===== src/rtl/tx_fifo_pacer_if.sv =====
// Bus bundle between the terminal byte source, tx_fifo_pacer and uart_tx.
// Byte-source side: i_byte / i_byte_v push bytes in; o_full, o_count and
// o_overflow report FIFO status.
// uart_tx side: o_byte / o_byte_v launch one byte; i_tx_active / i_tx_done
// report transmitter status.
// Modports:
//   slave  - the pacer itself
//   master - whatever drives the pacer (byte source plus uart_tx)
interface tx_fifo_pacer_if #(
  parameter int AW = 4
);
  logic [7:0]  i_byte;
  logic        i_byte_v;
  logic        o_full;
  logic [AW:0] o_count;
  logic        o_overflow;
  logic [7:0]  o_byte;
  logic        o_byte_v;
  logic        i_tx_active;
  logic        i_tx_done;

  modport slave (
    input  i_byte, i_byte_v, i_tx_active, i_tx_done,
    output o_full, o_count, o_overflow, o_byte, o_byte_v
  );

  modport master (
    output i_byte, i_byte_v, i_tx_active, i_tx_done,
    input  o_full, o_count, o_overflow, o_byte, o_byte_v
  );
endinterface


===== src/rtl/tx_fifo_pacer.sv =====
// Byte FIFO plus pacing FSM in front of uart_tx. Absorbs bursts that arrive
// faster than the line rate and hands uart_tx one byte at a time, each with
// a single-cycle o_byte_v strobe, only after the previous frame completed.
// Ports:
//   clk  - system clock
//   rst  - synchronous reset, active-high
//   bus  - tx_fifo_pacer_if.slave: push side (i_byte, i_byte_v, o_full,
//          o_count, o_overflow) and uart_tx side (o_byte, o_byte_v,
//          i_tx_active, i_tx_done)
//
// state | meaning
// IDLE  | waiting for a queued byte and an idle transmitter
// SEND  | o_byte_v high for this one cycle
// WAIT  | frame in flight, waiting for i_tx_done
module tx_fifo_pacer #(
  parameter int DEPTH = 16,
  parameter int AW    = 4
) (
  input  logic                clk,
  input  logic                rst,
  tx_fifo_pacer_if.slave      bus
);

  typedef enum logic [1:0] {
    IDLE = 2'd0,
    SEND = 2'd1,
    WAIT = 2'd2
  } state_t;

  localparam logic [AW:0]   CNT_ONE   = (AW+1)'(1);
  localparam logic [AW:0]   CNT_DEPTH = (AW+1)'(DEPTH);
  localparam logic [AW-1:0] PTR_ONE   = AW'(1);

  logic [7:0]    mem [DEPTH];

  state_t        state_q,    state_d;
  logic [AW-1:0] wr_ptr_q,   wr_ptr_d;
  logic [AW-1:0] rd_ptr_q,   rd_ptr_d;
  logic [AW:0]   count_q,    count_d;
  logic          full_q,     full_d;
  logic          overflow_q, overflow_d;
  logic [7:0]    byte_q,     byte_d;
  logic          byte_v_q,   byte_v_d;

  logic          pop;
  logic          push_ok;

  // A launch is the only pop. It uses the registered count, so a byte pushed
  // at edge N is first visible to the FSM in the cycle after edge N.
  assign pop     = (state_q == IDLE) && (count_q != '0) && !bus.i_tx_active;
  // At full, a push is still taken when the same edge frees a slot.
  assign push_ok = bus.i_byte_v && (!full_q || pop);

  always_comb begin
    state_d    = state_q;
    wr_ptr_d   = wr_ptr_q;
    rd_ptr_d   = rd_ptr_q;
    count_d    = count_q;
    overflow_d = overflow_q;
    byte_d     = byte_q;
    byte_v_d   = 1'b0;

    if (push_ok) begin
      wr_ptr_d = wr_ptr_q + PTR_ONE;
    end
    if (bus.i_byte_v && !push_ok) begin
      overflow_d = 1'b1;
    end
    if (pop) begin
      rd_ptr_d = rd_ptr_q + PTR_ONE;
    end

    if (push_ok && !pop) begin
      count_d = count_q + CNT_ONE;
    end else if (!push_ok && pop) begin
      count_d = count_q - CNT_ONE;
    end

    case (state_q)
      IDLE: begin
        if (pop) begin
          byte_d   = mem[rd_ptr_q];
          byte_v_d = 1'b1;
          state_d  = SEND;
        end
      end
      SEND: begin
        state_d = WAIT;
      end
      WAIT: begin
        if (bus.i_tx_done) begin
          state_d = IDLE;
        end
      end
      default: begin
        state_d = IDLE;
      end
    endcase

    full_d = (count_d == CNT_DEPTH);
  end

  // Storage has no reset; the pointers alone define what is valid. When
  // full with a simultaneous pop, wr_ptr == rd_ptr: the head is read into
  // byte_q with the old contents at the same edge the new byte lands.
  always_ff @(posedge clk) begin
    if (push_ok && !rst) begin
      mem[wr_ptr_q] <= bus.i_byte;
    end
  end

  always_ff @(posedge clk) begin
    if (rst) begin
      state_q    <= IDLE;
      wr_ptr_q   <= '0;
      rd_ptr_q   <= '0;
      count_q    <= '0;
      full_q     <= 1'b0;
      overflow_q <= 1'b0;
      byte_q     <= 8'h00;
      byte_v_q   <= 1'b0;
    end else begin
      state_q    <= state_d;
      wr_ptr_q   <= wr_ptr_d;
      rd_ptr_q   <= rd_ptr_d;
      count_q    <= count_d;
      full_q     <= full_d;
      overflow_q <= overflow_d;
      byte_q     <= byte_d;
      byte_v_q   <= byte_v_d;
    end
  end

  assign bus.o_full     = full_q;
  assign bus.o_count    = count_q;
  assign bus.o_overflow = overflow_q;
  assign bus.o_byte     = byte_q;
  assign bus.o_byte_v   = byte_v_q;

endmodule

===== src/flat_wrapper.sv =====
// flat-port wrapper written by rule: the top's interface ports become plain ports
module tx_fifo_pacer_flat 
#(
  parameter int DEPTH = 16,
  parameter int AW    = 4
)
  (clk, rst, bus_i_byte, bus_i_byte_v, bus_i_tx_active, bus_i_tx_done, bus_o_full, bus_o_count, bus_o_overflow, bus_o_byte, bus_o_byte_v);
  tx_fifo_pacer_if #(.AW(AW)) bus_i ();
  input  logic clk;
  input  logic rst;
  input wire logic [$bits(bus_i.i_byte)-1:0] bus_i_byte;
  input wire logic [$bits(bus_i.i_byte_v)-1:0] bus_i_byte_v;
  input wire logic [$bits(bus_i.i_tx_active)-1:0] bus_i_tx_active;
  input wire logic [$bits(bus_i.i_tx_done)-1:0] bus_i_tx_done;
  output wire logic [$bits(bus_i.o_full)-1:0] bus_o_full;
  output wire logic [$bits(bus_i.o_count)-1:0] bus_o_count;
  output wire logic [$bits(bus_i.o_overflow)-1:0] bus_o_overflow;
  output wire logic [$bits(bus_i.o_byte)-1:0] bus_o_byte;
  output wire logic [$bits(bus_i.o_byte_v)-1:0] bus_o_byte_v;
  assign bus_i.i_byte = bus_i_byte;
  assign bus_i.i_byte_v = bus_i_byte_v;
  assign bus_i.i_tx_active = bus_i_tx_active;
  assign bus_i.i_tx_done = bus_i_tx_done;
  assign bus_o_full = bus_i.o_full;
  assign bus_o_count = bus_i.o_count;
  assign bus_o_overflow = bus_i.o_overflow;
  assign bus_o_byte = bus_i.o_byte;
  assign bus_o_byte_v = bus_i.o_byte_v;
  tx_fifo_pacer #(.DEPTH(DEPTH), .AW(AW)) u_core (.clk(clk), .rst(rst), .bus(bus_i));
endmodule

===== config.mk =====
export PLATFORM = sky130hd
export DESIGN_NAME = tx_fifo_pacer_flat
export DESIGN_NICKNAME = d
export VERILOG_FILES = /design/src/rtl/tx_fifo_pacer_if.sv /design/src/rtl/tx_fifo_pacer.sv /design/src/flat_wrapper.sv
export SDC_FILE = /design/constraint.sdc
export NUM_CORES = 1
export LEC_CHECK = 0
export CORE_MARGIN = 1
export CORE_UTILIZATION = 40
export CTS_CLUSTER_SIZE = 30
export DETAILED_ROUTE_END_ITERATION = 8
export SLEW_MARGIN = 20
export SYNTH_ARGS = -nofsm -noshare
export SYNTH_HDL_FRONTEND = slang
export SYNTH_SLANG_ARGS = --single-unit

===== constraint.sdc =====
create_clock -name clk -period 2.42 [get_ports clk]
set_input_delay 0.484 -clock clk [delete_from_list [all_inputs] [get_ports clk]]
set_output_delay 0.484 -clock clk [all_outputs]
set_load 0.1 [all_outputs]

==> flow_summary.toml <==
[outcome]
status = "completed"

[final_layout]
nNetsFinal = 438
area_delta_synth_final_pct = 20.17
final_area_um2 = 7357
layout_common_cells = "128 x edfxtp_1, 41 x buf_4, 37 x nor2_1, 32 x mux4_2, 20 x dfxtp_1"
nFillCells = 1219
antenna_cells = 0
mostFrequentLayoutCell = "edfxtp_1"
drive_gt1_share_pct = 27.44

[timing]
relSlewSlack_pct = 49.95
finalMaxSlewViolations = 0
worstMarginPinSlew_ns = 0.7484
skew_ns = 0.009222
layout_setup_ws_ns = 0.2412
finalSetupViolations = 0
min_period_ns = 2.179
hold_slack_ns = 0.4539
setup_tns_ns = 0
hold_violations = 0
max_clock_freq_ghz = 0.4590
rsz0062_at_grt = "no"
post-route-period-util_pct = 90.03

[critical_path]
reg2regPathDepth = 8
worstReg2RegEnd = "u_core.mem[4][7]"
critPathKind = "in2reg"
critPathCaptureType = "register"
regToRegSetupSlack_ns = 0.28
worstSetupStartpoint = "bus_i_tx_active"
cp-endpoint = "u_core.mem[4][7]"
critPathLaunchType = "input port"
reg2reg_from = "u_core.bus.o_count[0]"
crit_fanout = 8
critPathArrivalTime_ns = 2.28
required_ns = 2.52

[clocking]
cts_buffer_depth = 2
numCtsBuffers = 17
ctsResizeCount = 0
cts_setup_buffers = 0
postCtsHoldBufs = 0
htreeDepth = 4
insertion_delay_ns = 0.42
cts_tree = "done"
path_clk_slew_ns = 0.06
cts.sinks = 154
cts_root_buf = "clkbuf_16"

[die]
core_area_um2 = 14750
die_y_um = 125.7
boundaryPins = 29
fp.dieW_um = 125.7
initial_utilization_pct = 41.49
core.rowCount = 44
die_area_um2 = 15800

[grt]
grt_use_total_pct = 17.50
grt_pass1_vias = 3298
antenna_found_initial = 0
grt-ovfl-total = 0
grt_pass1_wl_mm = 19.58
grt_max_degree = 36

[power_and_ir_drop]
power_switching_uw = 2355
total_power_uw = 7694
power.clock.fraction_pct = 33.3
power_frac_comb_pct = 26.4
switching_share_pct = 30.60
seqPwrFrac_pct = 40.3
p_per_area_nw_per_um2 = 1046
p_leak_uw = 0.002449
vdd_ir_drop_max_uv = 534.2
internal-power_uw = 5340

[detailed_routing]
drt_wl_total_mm = 12.57
vias = 3225
wl_per_cell_um = 20.46
drt_iter0_drc = 349
viasPerCell = 5.252
firstDrtPassIters = 4
ant_nets = 0
post-route-drc-count = 0

[placed_design]
gp_congestion = 0.7793
dpl_cell_area_um2 = 6782
io_buffers = 28
preCtsSetupSlack_ns = -0.1846
dp_hpwl_mm = 8.190

[logic_synthesis]
synthFlopType = "edfxtp_1"
netlist_instances = 361
synth-seq-area-share_pct = 71.29
async_reset_ff_share_pct = 0
synth_edf_count = 128
synth.ff_latch_count = 154
yosysTopAreaCellShare_pct = 62.78
ys_warn_count = 0
synth_cell_type_count = 36
synthTopCellsByArea = "edfxtp_1 63%, mux4_2 12%, dfxtp_1 8.5%, nor2_1 2.5%, a22o_1 2.3%"
syn-num-nets = 382
avgSynthCellArea_um2 = 16.96
synth.cell_area_um2 = 6122
yosys.area.top_type = "edfxtp_1"

[worst_hold_path]
min_path_type = "reg2reg"

[run]
max-cap-violations = 0
## cell type report
cell class                 instances  area (um2)  area share [%]
clock buffer                      20       436.7           5.935
clock inverter                    12       138.9           1.888
inverter                           4       15.01          0.2041
multi-input combinational        185        1692           22.99
sequential                       154        4377           59.49
tap                              184       230.2           3.129
timing repair buffer              55       467.9           6.361
## power by group through the flow
| stage | logic, uW | clock network, uW | registers (uW) |
|---|---|---|---|
| 3_5_place_dp | 2040 | 0 | 3160 |
| 5_1_grt | 2180 | 2710 | 3120 |
| 4_1_cts | 2050 | 2610 | 3110 |
| 2_1_floorplan | 1060 | 0 | 3620 |
| 6_report | 2030 | 2560 | 3100 |
| 3_3_place_gp | 2040 | 0 | 3160 |
## routing by layer
metal  GRT usage, %  vias up  routed length (um)  share of wire (%)
met5              0        -                   0                  0
met4          8.178        0                 219                1.7
met3          3.781       16                 686                5.5
met2          25.07       94                5494                 44
met1          25.50     1598                6164                 49
li1               -     1517                   -                  -
## per-stage QoR
stage	util, %	instances
6_report	49.86	614
5_1_grt	49.86	614
4_1_cts	49.86	614
3_5_place_dp	45.96	582
3_3_place_gp	45.96	582
2_1_floorplan	-	361
## how the worst min path moves through the flow
stage,from,end,cells after the start
detailed placement,u_core.bus.o_byte[3],u_core.bus.o_byte[3],2
global route,u_core.bus.o_byte[5],u_core.bus.o_byte[5],2
global placement,u_core.bus.o_byte[5],u_core.bus.o_byte[5],2
floorplan,u_core.state_q[0],u_core.state_q[1],2
finish,u_core.bus.o_byte[5],u_core.bus.o_byte[5],2
CTS,u_core.bus.o_byte[3],u_core.bus.o_byte[3],2
## registers in the layout, indices dropped and copies added, names as in the netlist
register and cells:
u_core.wr_ptr_q 4, u_core.bus.o_full 1, u_core.state_q 2, u_core.rd_ptr_q 4, u_core.bus.o_byte_v 1, u_core.bus.o_count 5
u_core.bus.o_byte 8, u_core.mem 128, u_core.bus.o_overflow 1
## cell families (layout without fill, tap and decap cells)
family	after synthesis	count (layout)	share of synthesized area, %
multiplexers	38	38	12.79
XOR/XNOR	10	10	1.431
flip-flops	154	154	71.29
AND/OR/NAND/NOR	86	86	6.540
adder cells (fa/ha/maj)	8	8	1.635
AO/OA/AOI/OAI	43	43	4.741
buffers and inverters	22	91	1.574
## worst max-delay path: stages
cell	delay, ns
clkdlybuf4s50_1	0.41
or3_1	0.36
o21ai_0	0.26
and2_1	0.25
nand2_1	0.07
buf_4	0.18
nor2_4	0.25
## cells in the mapped netlist (3+ instances only)
cell type / number
nand2_1: 19
clkbuf_1: 10
mux4_2: 32
ha_1: 8
edfxtp_1: 128
inv_1: 4
xnor2_1: 6
buf_2: 5
a21oi_1: 11
a22o_1: 16
o21ai_0: 11
mux2i_1: 4
dfxtp_1: 26
nand3_1: 5
nor3_1: 3
xor2_1: 4
nor2_1: 41
(Power assumes the default switching activity.)
